`src/rtl/tcdm_sram_port_ctrl.sv`:
```
// tcdm_sram_port_ctrl: TCDM request port to SRAM macro controller with range check and 2-entry response FIFO
module tcdm_sram_port_ctrl #(
  parameter int unsigned AS_W      = 1,
  parameter int unsigned AW_W      = 6,
  parameter int unsigned AC_W      = 2,
  parameter logic [31:0] BASE_ADDR = 32'h1C00_0000,
  parameter logic [31:0] ERR_DATA  = 32'h0BAD_ACCE
) (
  input  logic            clk_i,
  input  logic            rst_ni,
  input  logic            req_i,
  output logic            gnt_o,
  input  logic [31:0]     addr_i,
  input  logic            we_i,
  input  logic [3:0]      be_i,
  input  logic [31:0]     wdata_i,
  output logic            r_valid_o,
  input  logic            r_ready_i,
  output logic [31:0]     r_rdata_o,
  output logic            r_err_o,
  output logic            mem_cen_o,
  output logic            mem_rdwen_o,
  output logic [AS_W-1:0] mem_as_o,
  output logic [AW_W-1:0] mem_aw_o,
  output logic [AC_W-1:0] mem_ac_o,
  output logic [31:0]     mem_d_o,
  output logic [31:0]     mem_bw_o,
  input  logic [31:0]     mem_q_i
);
  localparam int unsigned WA = AS_W + AW_W + AC_W;
  localparam logic [31:0] HI_MASK = ~((32'd1 << (WA + 2)) - 32'd1);
  logic [WA-1:0] waddr;
  logic          in_range, pop, push, inflight, p_we, p_err, wi;
  logic [1:0]    count;
  logic [2:0]    occ;
  logic [32:0]   fifo [2];
  logic [32:0]   push_data;
  assign waddr     = addr_i[WA+1:2];
  assign in_range  = (addr_i & HI_MASK) == (BASE_ADDR & HI_MASK);
  assign pop       = r_valid_o & r_ready_i;
  assign occ       = {1'b0, count} + {2'b0, inflight};
  // Credit counts the access in the macro pipeline so a push always finds room.
  assign gnt_o     = rst_ni & req_i & (occ < 3'd2 + {2'b0, pop});
  assign push      = inflight;
  assign push_data = {p_err, p_err ? ERR_DATA : (p_we ? 32'd0 : mem_q_i)};
  assign wi        = count[1] | (count[0] & ~pop);
  assign mem_cen_o   = ~(gnt_o & in_range);
  assign mem_rdwen_o = ~we_i;
  assign mem_as_o    = waddr[AC_W+AW_W +: AS_W];
  assign mem_aw_o    = waddr[AC_W +: AW_W];
  assign mem_ac_o    = waddr[0 +: AC_W];
  assign mem_d_o     = wdata_i;
  for (genvar k = 0; k < 4; k++) begin : g_bw
    assign mem_bw_o[8*k +: 8] = {8{be_i[k] & we_i}};
  end
  assign r_valid_o = count != 2'd0;
  assign r_rdata_o = fifo[0][31:0];
  assign r_err_o   = fifo[0][32];
  always_ff @(posedge clk_i or negedge rst_ni) begin
    if (!rst_ni) begin
      inflight <= 1'b0;
      p_we     <= 1'b0;
      p_err    <= 1'b0;
      count    <= 2'd0;
      fifo[0]  <= '0;
      fifo[1]  <= '0;
    end else begin
      inflight <= gnt_o;
      if (gnt_o) begin
        p_we  <= we_i;
        p_err <= ~in_range;
      end
      count <= count + {1'b0, push} - {1'b0, pop};
      if (pop) fifo[0] <= fifo[1];
      if (push) fifo[wi] <= push_data;
    end
  end
  assert property (@(posedge clk_i) disable iff (!rst_ni) !(push && count == 2'd2 && !pop));
endmodule
```
`config.mk`:
```
export PLATFORM = sky130hd
export DESIGN_NAME = tcdm_sram_port_ctrl
export DESIGN_NICKNAME = d
export VERILOG_FILES = /design/src/rtl/tcdm_sram_port_ctrl.sv
export SDC_FILE = /design/constraint.sdc
export NUM_CORES = 1
export LEC_CHECK = 0
export CAP_MARGIN = 10
export CELL_PAD_IN_SITES_DETAIL_PLACEMENT = 2
export CELL_PAD_IN_SITES_GLOBAL_PLACEMENT = 2
export CORE_ASPECT_RATIO = 0.75
export CORE_MARGIN = 1.5
export CORE_UTILIZATION = 23
export DETAILED_ROUTE_END_ITERATION = 12
export PLACE_DENSITY_LB_ADDON = 0.1
export SETUP_SLACK_MARGIN = 0.05
export SYNTH_ARGS = -nofsm -noshare
export SYNTH_HDL_FRONTEND = slang
export SYNTH_SLANG_ARGS = --single-unit
```
`constraint.sdc`:
```
create_clock -name clk_i -period 5.1 [get_ports clk_i]
set_input_delay 1.02 -clock clk_i [delete_from_list [all_inputs] [get_ports clk_i]]
set_output_delay 1.02 -clock clk_i [all_outputs]
set_load 0.05 [all_outputs]
```
==> Yosys cells after proc, flatten, opt, wreduce, memory -nomap -nowiden <==
Index checks and enable logic that the tools add are counted.
{ "totals": {"register_bits": 71} }
{ "classes": {"add_sub_neg": 4, "n_lt_le_gt_ge": 3, "n_eq_ne": 1, "muxes": 7, "bitwise_logic": 15, "n_reduce_logical": 2} }
{ "op_table": {"columns": ["op", "count"], "rows": [
  ["66-bit bitwise mux", 1],
  ["33-bit 2-to-1 mux", 2],
  ["66-bit 2-to-1 mux", 1],
  ["32-bit 2-to-1 mux", 2],
  ["33-bit demux with 1-bit select", 1],
  ["21-bit by 18-bit equality test with 1-bit output (second input constant)", 1],
  ["1-bit bitwise AND", 9],
  ["1-bit NOT", 4],
  ["2-bit by 1-bit adder with 3-bit output", 1],
  ["2-bit by 1-bit adder with 3-bit output (first input constant)", 1],
  ["3-bit less-than comparator", 1],
  ["2-bit by 1-bit adder with 2-bit output", 1],
  ["2-bit greater-or-equal comparator (second input constant)", 1],
  ["2-bit by 1-bit less-than comparator with 1-bit output (second input constant)", 1],
  ["1-bit NOT with 2-bit output", 1],
  ["2-bit nonzero test", 1],
  ["2-bit by 1-bit subtractor with 2-bit output", 1],
  ["1-bit logical AND", 1],
  ["1-bit bitwise OR", 1]
]} }

==> Longest topological paths before layout <==
Gate-level depths: netlist (run 1).
{ "depth": {"depth_word": 12, "depth_mapped": 8} }

==> Worst setup path after synthesis (run 1) <==
No wires, ideal clock.
{ "synth_timing": {"kind": "in2out", "from": "input addr_i[25]", "to": "output mem_cen_o", "t_arrival_ns": 2.212, "required_ns": 4.080, "slack_ns": 1.868, "cell_stages": 3, "path_buffers": 0, "cell_sequence": "nand4b_1 or4_1 or4_1"} }
{ "synth_between": {"elab_chain_len": 3} }
{ "synth_lines": {"columns": ["item", "line", "rtl"], "rows": [
  ["start: declaration", "13", "input logic [31:0] addr_i,"],
  ["21-bit by 18-bit equality test with 1-bit output", "39", "assign in_range = (addr_i & HI_MASK) == (BASE_ADDR & HI_MASK);"],
  ["1-bit bitwise AND", "47", "assign mem_cen_o = ~(gnt_o & in_range);"],
  ["1-bit NOT", "47", null],
  ["end: declaration", "21", "output logic mem_cen_o,"]
]} }
Every way passes these cells.

==> Worst setup path after layout (run 1) <==
{ "layout_timing": {"from": "input r_ready_i", "to": "output mem_cen_o"} }
{ "layout_between": {"elab_chain_len": 6} }
{ "layout_lines": {"columns": ["item", "line", "rtl"], "rows": [
  ["start: declaration", "18", "input logic r_ready_i,"],
  ["1-bit bitwise AND", "40", "assign pop = r_valid_o & r_ready_i;"],
  ["2-bit by 1-bit adder with 3-bit output", "43", "assign gnt_o = rst_ni & req_i & (occ < 3'd2 + {2'b0, pop});"],
  ["3-bit less-than comparator", "43", null],
  ["1-bit bitwise AND", "43", null],
  ["1-bit bitwise AND", "47", null],
  ["1-bit NOT", "47", null]
]} }
Every way passes these cells.

==> results.cfg, run 1 <==
[final_layout]
post-route-util_pct = 30.1
antenna_cells = 0
final_layout_size_suffix_gt1_share_pct = 7.25
final_area_um2 = 5060
finish.net_count = 560
syn_to_final_growth_pct = 27.6

[clock_tree]
cts_hold_buf = 0
h-tree-depth = 3
clock_sinks = 71
cts_buffer_depth = 2
cts_root_buf = clkbuf_16
path_clk_slew_ps = 60
cts_tree = done
insertion_delay_ps = 330
postCtsSetupBuffers = 0
postCtsResizedCells = 0
cts_made_buffers = 9

[grt]
grt_pass1_vias = 3209
grt_overflow = 0
grt_pass1_wl_mm = 18.4
antenna_found_initial = 0
grt_max_degree = 67
grt_use_total_pct = 13.4

[routing]
viasPerCell = 4.33
vias = 2898
drt-pass1-iter-count = 4
drt-total-wl_mm = 11.4
ant_nets = 0
drtIter0Drc = 96
drc = 0
routedWlPerCell_um = 17.0

[sta]
rsz0062_at_grt = no
slew_headroom_pct = 41.8
hold_violations = 0
setup_viol = 0
timing.final.crit_share_pct = 83.1
clock_skew_ps = 7.41
slew_violations = 0
layout_min_cycle_time_ps = 4240
finalSetupTns_ps = 0
fin_hold_ws_ps = 480
worst_pin_slew_ps = 873
fmax_mhz = 236

[die]
die_area_um2 = 18000
ios = 215
coreArea_um2 = 16800
rows = 41
die_y_um = 117
initial_core_util_pct = 23.6
die_w_um = 155

[synth]
synthFlopType = dfrtp_1
yosysWarningCount = 0
synth_area_leader_cell = dfrtp_1
synth_nets = 538
synthArstFlopShare_pct = 100
ys_seq_elements = 71
ys_types = 27
synth_area_um2 = 3970
post-synth-top-count-cell = buf_4
synth_seq_area_share_pct = 44.8
netlist_top_cells_count = buf_4 (101), dfrtp_1 (71), nand2_1 (50), o21ai_0 (49), a21oi_1 (34)
synth_area_leaders = dfrtp_1 (45%), buf_4 (19%), o21ai_0 (6.2%), nand2_1 (4.7%), a21oi_1 (4.3%)
synthCells = 428
syn_area_per_cell_um2 = 9.27
synth_top_area_share_pct = 44.8
synth-edff-count = 0

[run]
cap_violations = 0

[place]
place_area_um2 = 4760
gp_congestion = 0.644
dp.final_hpwl_mm = 7.71
port-buffer-count = 130

[critical_path]
start_kind = primary input
cp.required_ps = 4080
crit_type = in2out
cp-end-kind = output pin
cp_max_fo = 4
worst_ep_arrival_time_ps = 3220
r2r_cells = 8

[power_and_ir_drop]
ir_worst_vdd_mv = 0.186
switching_share_pct = 42.3
p_int_mw = 1.59
p_clk_share_pct = 22.9
power_switching_mw = 1.17
combPwrFrac_pct = 44.7
p_seq_share_pct = 32.4
p_per_area_nw_per_um2 = 546
power.total_mw = 2.77
p_leak_nw = 2.09

[outcome]
status = finished clean

[min_path]
hp-class = reg2reg
holdPathStages = 2
## worst paths after layout
kind	slack, ps	startpoint	endpoint
hold / removal	480	flip-flop	flip-flop
min in group asynchronous	800	rst_ni	r_rdata_o[12]$_DFF_PN0_
hold reg to reg	480	flip-flop	flip-flop
setup reg to reg	2540	count[1]$_DFF_PN0_	count[1]$_DFF_PN0_
setup / recovery	860	r_ready_i	mem_cen_o
max in group asynchronous	3400	rst_ni	async pin
## power groups by stage
stage / Clock (mW) / Combinational [mW] / Sequential [mW]
3_5_place_dp: 0 / 1.26 / 0.909
4_1_cts: 0.656 / 1.26 / 0.902
5_1_grt: 0.681 / 1.34 / 0.930
3_3_place_gp: 0 / 1.23 / 0.897
2_1_floorplan: 0 / 1.05 / 0.871
6_report: 0.633 / 1.24 / 0.895
## per-stage QoR
stage,instances,setup WS [ps]
2_1_floorplan,428,1870
3_3_place_gp,654,880
3_5_place_dp,654,831
4_1_cts,670,815
5_1_grt,670,769
6_report,670,864
## cell usage in the layout, fill, tap and decap left out, types with 2 or more instances in the layout
| master | instances |
|---|---|
| nor4_1 | 3 |
| ha_1 | 5 |
| a21oi_1 | 34 |
| and2_1 | 21 |
| a211oi_1 | 17 |
| o21ai_0 | 48 |
| inv_1 | 4 |
| mux2i_1 | 17 |
| mux2_2 | 2 |
| clkdlybuf4s50_1 | 129 |
| buf_4 | 6 |
| nand2_1 | 50 |
| or4_1 | 2 |
| xnor2_1 | 2 |
| clkinvlp_4 | 2 |
| clkbuf_16 | 9 |
| dfrtp_1 | 71 |
| o21ai_4 | 2 |
| nand3_1 | 15 |
| clkinv_2 | 3 |
## kinds of logic after synthesis
group,share of synthesized area [%]
adders and majority gates,1.58
muxes,4.86
AOI/OAI and AO/OA,14.1
xor gates and xnor gates,0.442
and+or+nand+nor,12.1
buffers and inverters,22.1
DFF,44.8
## worst max-delay path: stages
cell and delay [ps]:
clkdlybuf4s50_1 510, o21ai_4 80, o21ai_2 140, nand4b_2 180, or4_1 550, clkdlybuf4s50_1 730
## cell type report
class                           instances  area [um2]
Fill cell                            1859       11800
Sequential cell                        71        1780
Timing Repair Buffer                  136        1360
Multi-Input combinational cell        226        1340
Tap cell                              215         269
Clock buffer                           10         239
Clock inverter                          6        60.1
Inverter                                6        22.5
## metal layers
metal	GRT usage [%]	up-vias	share of wire [%]
li1	-	1381	-
met1	17.2	1432	46
met2	22.7	73	49
met3	3.53	12	3.7
met4	3.08	0	0.76
met5	0	-	0
Power figures use the tool's default switching activity.
==> inputs of run 2 (changes only) <==
--- a/config.mk
+++ b/config.mk
@@ -10,7 +10,7 @@
 export CELL_PAD_IN_SITES_GLOBAL_PLACEMENT = 2
 export CORE_ASPECT_RATIO = 0.75
 export CORE_MARGIN = 1.5
-export CORE_UTILIZATION = 23
+export CORE_UTILIZATION = 22
 export DETAILED_ROUTE_END_ITERATION = 12
 export PLACE_DENSITY_LB_ADDON = 0.1
 export SETUP_SLACK_MARGIN = 0.05
==> constraint.sdc (replaced) <==
create_clock -name clk_i -period 4.1 [get_ports clk_i]
set_input_delay 0.82 -clock clk_i [delete_from_list [all_inputs] [get_ports clk_i]]
set_output_delay 0.82 -clock clk_i [all_outputs]
set_load 0.05 [all_outputs]
==> results.cfg, run 2 (synthesis results as in run 1) <==
[die]
initial_core_util_pct = 22.5
die_area_um2 = 18900
rows = 42
coreArea_um2 = 17700
die_y_um = 119
ios = 215
die_w_um = 158

[clock_tree]
cts_root_buf = clkbuf_16
cts_tree = done
cts_made_buffers = 9
h-tree-depth = 3
clock_sinks = 71
insertion_delay_ps = 340
cts_buffer_depth = 2
cts_hold_buf = 0
postCtsSetupBuffers = 0
postCtsResizedCells = 0
path_clk_slew_ps = 60

[power_and_ir_drop]
power_switching_mw = 1.46
combPwrFrac_pct = 44.6
p_per_area_nw_per_um2 = 678
p_clk_share_pct = 23.4
ir_worst_vdd_mv = 0.288
p_leak_nw = 2.11
p_seq_share_pct = 32.0
p_int_mw = 2.01
switching_share_pct = 42.1

[final_layout]
final_layout_size_suffix_gt1_share_pct = 7.88
final_area_um2 = 5130
antenna_cells = 0
mostFrequentLayoutCells = clkdlybuf4s50_1 (128), dfrtp_1 (71), nand2_1 (50)
syn_to_final_growth_pct = 29.4
finish.net_count = 562
mostFrequentLayoutCell = clkdlybuf4s50_1

[grt]
grt_pass1_wl_mm = 18.9
grt_use_total_pct = 13.4
antenna_found_initial = 0
grt_pass1_vias = 3277
grt_overflow = 0
grt_max_degree = 67

[sta]
slew_headroom_pct = 39.5
clock_skew_ps = 12.3
timing.final.crit_share_pct = 84.8
setup_viol = 0
finalSetupTns_ps = 0
worst_pin_slew_ps = 908
fmax_mhz = 288
layout_min_cycle_time_ps = 3480
slew_violations = 0
rsz0062_at_grt = no
hold_violations = 0

[place]
place_area_um2 = 4820
port-buffer-count = 130
dp.final_hpwl_mm = 8.02
gp_congestion = 0.676

[routing]
drt-pass1-iter-count = 4
drc = 0
viasPerCell = 4.21
routedWlPerCell_um = 16.9
drt-total-wl_mm = 11.8
drtIter0Drc = 74
ant_nets = 0
vias = 2943

[critical_path]
r2r_start = count[1]$_DFF_PN0_
cp-end-kind = output pin
cp.required_ps = 3280
cp_max_fo = 4
worst_ep_arrival_time_ps = 2660
start_kind = primary input
r2r_slack_ps = 1670
crit_type = in2out
r2r_cells = 7

[outcome]
status = finished clean

[min_path]
holdPathStages = 2
hp-class = reg2reg

[run]
cap_violations = 0
-- run 2: area by class of cell --
cell class,instances,area [um2]
fillers,1979,12500
flip-flops and latches,71,1780
repair buffers,138,1380
multi-input cells,226,1340
well taps,242,303
clock buffers,11,253
clock inverters,5,56.3
inverters,6,22.5
-- run 2: how the worst max path moves through the flow --
| stage | from | to | slack, ps |
|---|---|---|---|
| after detailed placement | r_ready_i | gnt_o | 600 |
| after floorplan | addr_i[25] | mem_cen_o | 1270 |
| after CTS | r_ready_i | gnt_o | 580 |
| after global placement | r_ready_i | gnt_o | 620 |
| after global routing | r_ready_i | gnt_o | 520 |
| final | r_ready_i | gnt_o | 620 |
-- run 2: stage by stage --
step / power [mW] / std cells / hold slack [ps] / worst slack (ps) / utilization [%]
4_1_cts: 3.56 / 699 / 489 / 581 / 29.1
3_5_place_dp: 2.71 / 683 / 475 / 595 / 27.3
2_1_floorplan: 2.38 / 428 / 449 / 1270 / -
5_1_grt: 3.71 / 699 / 498 / 521 / 29.1
6_report: 3.48 / 699 / 483 / 625 / 29.1
3_3_place_gp: 2.66 / 683 / 463 / 616 / 27.3
-- run 2: worst max-delay path, cell delays in order --
cell and delay [ps]:
clkdlybuf4s50_1 500, o21ai_4 70, o21ai_2 130, nand4b_2 180, inv_1 120, clkdlybuf4s50_1 820
-- run 2: layer usage --
metal | global-route usage, % | wire length, um
met5 | 0 | 0
met4 | 3.21 | 97
met3 | 3.60 | 548
met2 | 22.3 | 5910
met1 | 17.0 | 5250
-- run 2: power by group through the flow --
stage	Clock [mW]	Combinational [mW]	Sequential (mW)
floorplan	0	1.30	1.08
CTS	0.850	1.59	1.12
global route	0.878	1.68	1.15
global placement	0	1.54	1.12
finish	0.814	1.55	1.11
detailed placement	0	1.58	1.13
